File: src/rtl/sdp_fifo_ctrl.sv
// FIFO controller for an external simple dual-port RAM with registered read.
// A 2-entry head/skid output stage hides the read latency and gives a FWFT output stream.
module sdp_fifo_ctrl #(
   parameter int addr_width = 8,
   parameter int data_width = 8
) (
   input  logic                  clk,
   input  logic                  rst_n,
   input  logic [data_width-1:0] in_data,
   input  logic                  in_valid,
   output logic                  in_ready,
   output logic [data_width-1:0] out_data,
   output logic                  out_valid,
   input  logic                  out_ready,
   output logic [addr_width+1:0] count,
   output logic [addr_width-1:0] ram_waddr,
   output logic [data_width-1:0] ram_din,
   output logic                  ram_we,
   output logic [addr_width-1:0] ram_raddr,
   input  logic [data_width-1:0] ram_dout
);

   logic [addr_width-1:0] wptr_q, wptr_d;
   logic [addr_width-1:0] rptr_q, rptr_d;
   logic [addr_width:0]   ram_cnt_q, ram_cnt_d;
   logic                  rd_pend_q, rd_pend_d;
   logic [1:0]            ost_cnt_q, ost_cnt_d;
   logic [data_width-1:0] head_q, head_d;
   logic [data_width-1:0] skid_q, skid_d;

   logic       push, pop, issue;
   logic [2:0] occ;

   // Full is judged on the RAM region alone so a same-cycle issue never frees the slot being written.
   assign in_ready  = ~ram_cnt_q[addr_width];
   assign push      = in_valid & in_ready;
   assign out_valid = (ost_cnt_q != 2'd0);
   assign pop       = out_valid & out_ready;
   assign out_data  = head_q;

   assign occ   = {1'b0, ost_cnt_q} + {2'b00, rd_pend_q} - {2'b00, pop};
   assign issue = (ram_cnt_q != '0) && (occ < 3'd2);

   assign ram_waddr = wptr_q;
   assign ram_din   = in_data;
   assign ram_we    = push;
   assign ram_raddr = rptr_q;

   assign count = {1'b0, ram_cnt_q} + {{(addr_width+1){1'b0}}, rd_pend_q}
                + {{addr_width{1'b0}}, ost_cnt_q};

   always_comb begin
      wptr_d    = wptr_q + {{(addr_width-1){1'b0}}, push};
      rptr_d    = rptr_q + {{(addr_width-1){1'b0}}, issue};
      ram_cnt_d = ram_cnt_q + {{addr_width{1'b0}}, push} - {{addr_width{1'b0}}, issue};
      rd_pend_d = issue;
      ost_cnt_d = ost_cnt_q;
      head_d    = head_q;
      skid_d    = skid_q;
      case ({rd_pend_q, pop})
         2'b10: begin
            if (ost_cnt_q == 2'd0) head_d = ram_dout;
            else                   skid_d = ram_dout;
            ost_cnt_d = ost_cnt_q + 2'd1;
         end
         2'b01: begin
            head_d    = skid_q;
            ost_cnt_d = ost_cnt_q - 2'd1;
         end
         2'b11: begin
            // Capture and pop together: the new word lands behind whatever remains.
            if (ost_cnt_q == 2'd1) begin
               head_d = ram_dout;
            end else begin
               head_d = skid_q;
               skid_d = ram_dout;
            end
         end
         default: ;
      endcase
   end

   always_ff @(posedge clk or negedge rst_n) begin
      if (!rst_n) begin
         wptr_q    <= '0;
         rptr_q    <= '0;
         ram_cnt_q <= '0;
         rd_pend_q <= 1'b0;
         ost_cnt_q <= 2'd0;
         head_q    <= '0;
      end else begin
         wptr_q    <= wptr_d;
         rptr_q    <= rptr_d;
         ram_cnt_q <= ram_cnt_d;
         rd_pend_q <= rd_pend_d;
         ost_cnt_q <= ost_cnt_d;
         head_q    <= head_d;
      end
   end

   always_ff @(posedge clk) begin
      skid_q <= skid_d;
   end

endmodule

File: config.mk
export PLATFORM = sky130hd
export DESIGN_NAME = sdp_fifo_ctrl
export DESIGN_NICKNAME = d
export VERILOG_FILES = /design/src/rtl/sdp_fifo_ctrl.sv
export SDC_FILE = /design/constraint.sdc
export NUM_CORES = 1
export LEC_CHECK = 0
export BUFFER_PORTS_ARGS = -buffer_cell sky130_fd_sc_hd__buf_4
export CAP_MARGIN = 30
export CORE_MARGIN = 4
export CORE_UTILIZATION = 53
export DETAILED_ROUTE_END_ITERATION = 12
export HOLD_SLACK_MARGIN = 0.02
export PLACE_DENSITY = 0.76
export SETUP_SLACK_MARGIN = 0.02
export SLEW_MARGIN = 20
export SYNTH_ARGS = -nofsm -noshare
export SYNTH_HDL_FRONTEND = slang
export SYNTH_SLANG_ARGS = --single-unit
File: constraint.sdc
create_clock -name clk -period 5.39 [get_ports clk]
set_clock_uncertainty 0.15 [all_clocks]
set_input_delay 0.8085 -clock clk [delete_from_list [all_inputs] [get_ports clk]]
set_output_delay 0.8085 -clock clk [all_outputs]
set_load 0.1 [all_outputs]
==> impl_results.md <==
* Final net count at 314
* Sink Count at 44
* Commonest non-fill, non-tap cell in the layout: buf_4
* Initial antenna violation count at 0
* Final GP Congestion at 0.920
* #FFs+latches synth at 44
* Avg WL per Cell at 13.7 µm
* Die Y-Extent at 76.1 µm
* Fin cells at 318
* Endpoints failing hold at 0
* Via count at 1,632
* Stages on worst setup path at 18
* HP Class: in -> async
* IO Port Bufs at 48
* Fraction of layout cells with a size suffix above 1 at 21.8%
* Worst setup path class: reg -> reg
* Yosys top cell by area: dfrtp_1
* DRT Pass-1 Iters at 4
* Worst-margin pin slew at 0.448 ns
* Antenna-violating nets left at 0
* Clock root buffer: clkbuf_8
* Vias in the first global route at 1,653
* Detailed placement HPWL at 3390 µm
* CP startpoint: ost_cnt_q[1]
* Max Fanout on Critical Path at 8
* Max-Cap Viols at 0
* Setup-failing EPs final at 0
* Crit path capture: ram_cnt_q[8]
* Max stage delay cell, worst path: dfrtp_1
* Worst R2R Start: ost_cnt_q[1]
* Post-synth design cell area at 2460 µm²
* Warnings, synthesis at 0
* CP Buf/Inv Count at 3
* Iter 0 DRT Violations at 69
* Max Freq at 238 MHz
* Num CTS Buffers at 5
* DP Cell Count at 310
* CTS Hold Bufs at 0
* Skew-Pair Late Insertion Delay at 0.29 ns
* Antenna Cells at 0
* Cell variety after synth at 33
* Core area at 4410 µm²
* First-pass GRT wire length at 7720 µm
* Status: complete, no violations
* Die X at 76.1 µm
* Post-Syn Area per Cell at 11.2 µm²
* IO Count at 65
* Max-slew headroom at 70.1%
* Post-CTS Repair Setup Buffers at 0
* Worst R2R Setup Slack at 1.19 ns
* Critical path required time at 5.44 ns
* Max stage delay on crit path at 0.51 ns
* RSZ-0062 raised after global routing: no
* Crit path max-delay family: adder cells
* Top-area cell type share of the netlist area at 36.7%
* Final worst path period share at 77.9%
* Startpoint types: flip-flop
* Routed WL at 4370 µm
* GRT overflow at 0
* Post-synthesis net count at 269
* CTS-repair resized insts at 0
* R2r endpoint: ram_cnt_q[8]
* Cell Chain, Critical Path: inv_1, ha_1, nand2b_1, xnor2_1, nand2b_1, fa_1, xnor2_1, o311a_1, ha_1, inv_1, ha_1, inv_1, fa_1, nand2b_1, a21oi_1, o31a_1, nor4_1, a211oi_1
* Clock slew seen by the registers of the worst setup and hold paths at 0.08 ns
* Arrival @ worst endpoint at 4.25 ns
* H-tree Lvls at 2
* Synth top area cells: dfrtp_1 37%, ha_1 13%, edfxtp_1 9.8%
* Largest net degree at the start of global routing at 37
* DRC Markers at 0
* # rows at 24
* Setup TNS at 0 ns
* Worst reg2reg path depth at 18
* Die area at 5790 µm²
* Area growth from synthesis to layout at 17.2%
* Maximum clock path buffer count at 2
* Cells after Synth at 220
* Most frequent cells in the layout: 49 x buf_4, 36 x dfrtp_1, 25 x ha_1
* Crit. End Element: flip-flop
* CTS tree: done
* Overall routing resource usage at 16.2%
* Slew Viols, Final at 0
* Seq/Total Area, Yosys at 46.5%
* Starting Density at 55.6%
* Tmin final at 4.20 ns
* DR vias/cell at 5.13
cell type report:
class | count | area (µm²)
clock buffers | 5 | 68.8
clock inverters | 3 | 13.8
fillers | 364 | 1540
inverters | 21 | 78.8
multi-input cells | 144 | 1140
flip-flops and latches | 44 | 1140
well taps | 52 | 65.1
repair buffers | 49 | 368
layer usage:
layer  vias up  global-route usage (%)  routed length [µm]
met3         7                    5.44                 254
met4         0                    5.77                  73
li1        818                       -                   -
met1       767                    19.4                1930
met2        40                    27.1                2120
met5         -                       0                   0
synthesized netlist by cell type:
cell / number
nand4_1: 4
a21oi_1: 5
or3_1: 1
buf_6: 3
nand2b_1: 4
a21o_1: 2
nor4_1: 1
a21boi_4: 1
nor3_1: 1
nand2_1: 15
o22ai_1: 1
dfrtp_1: 36
and3_1: 2
fa_1: 4
o31a_1: 1
o21ai_1: 9
nand4b_1: 1
ha_1: 25
o21ai_0: 3
edfxtp_1: 8
nor2b_1: 2
o311a_1: 1
nand3_1: 6
inv_1: 20
xor2_1: 8
and4_1: 2
xnor2_1: 20
nor2_1: 14
nor3b_1: 1
inv_2: 1
a211oi_1: 2
buf_4: 8
mux2i_1: 8
how the worst min path moves through the flow:
| stage | end | slack [ns] | from |
|---|---|---|---|
| global route | out_data[2] | 0.34 | rst_n |
| CTS | ram_raddr[6] | 0.32 | rst_n |
| detailed placement | ram_raddr[7] | 0.32 | ram_raddr[7] |
| finish | ram_raddr[2] | 0.31 | rst_n |
| floorplan | out_data[0] | 0.34 | skid_q[0] |
| global placement | ram_waddr[7] | 0.31 | ram_waddr[7] |
per-stage QoR:
step	setup slack (ns)	hold WS, ns	utilization, %	cell area (µm²)
floorplan	1.46	0.341	-	2460
global placement	1.32	0.311	63.3	2800
detailed placement	1.20	0.318	63.3	2800
CTS	1.16	0.323	65.2	2880
global route	0.895	0.340	65.2	2880
finish	1.19	0.314	65.2	2880
flip-flops by register name, indices dropped and copies added, names as in the netlist:
name and flops:
ram_cnt_q 9, out_data 8, ram_raddr 8, ram_waddr 8, skid_q 8, ost_cnt_q 2, rd_pend_q 1
cells by family (layout without fill, tap and decap cells):
kind of cell | count (synthesis) | after routing | synth area share [%]
adder cells (fa/ha/maj) | 29 | 29 | 16.0
AO/OA/AOI/OAI | 25 | 25 | 6.47
buffers and inverters | 32 | 78 | 7.03
AND/OR/NAND/NOR | 54 | 54 | 10.8
multiplexers | 8 | 8 | 3.26
XOR/XNOR | 28 | 28 | 9.98
flip-flops | 44 | 44 | 46.5
Power is not shown: default switching activity piles up to over one toggle a cycle in this logic, so the estimate is an artifact.
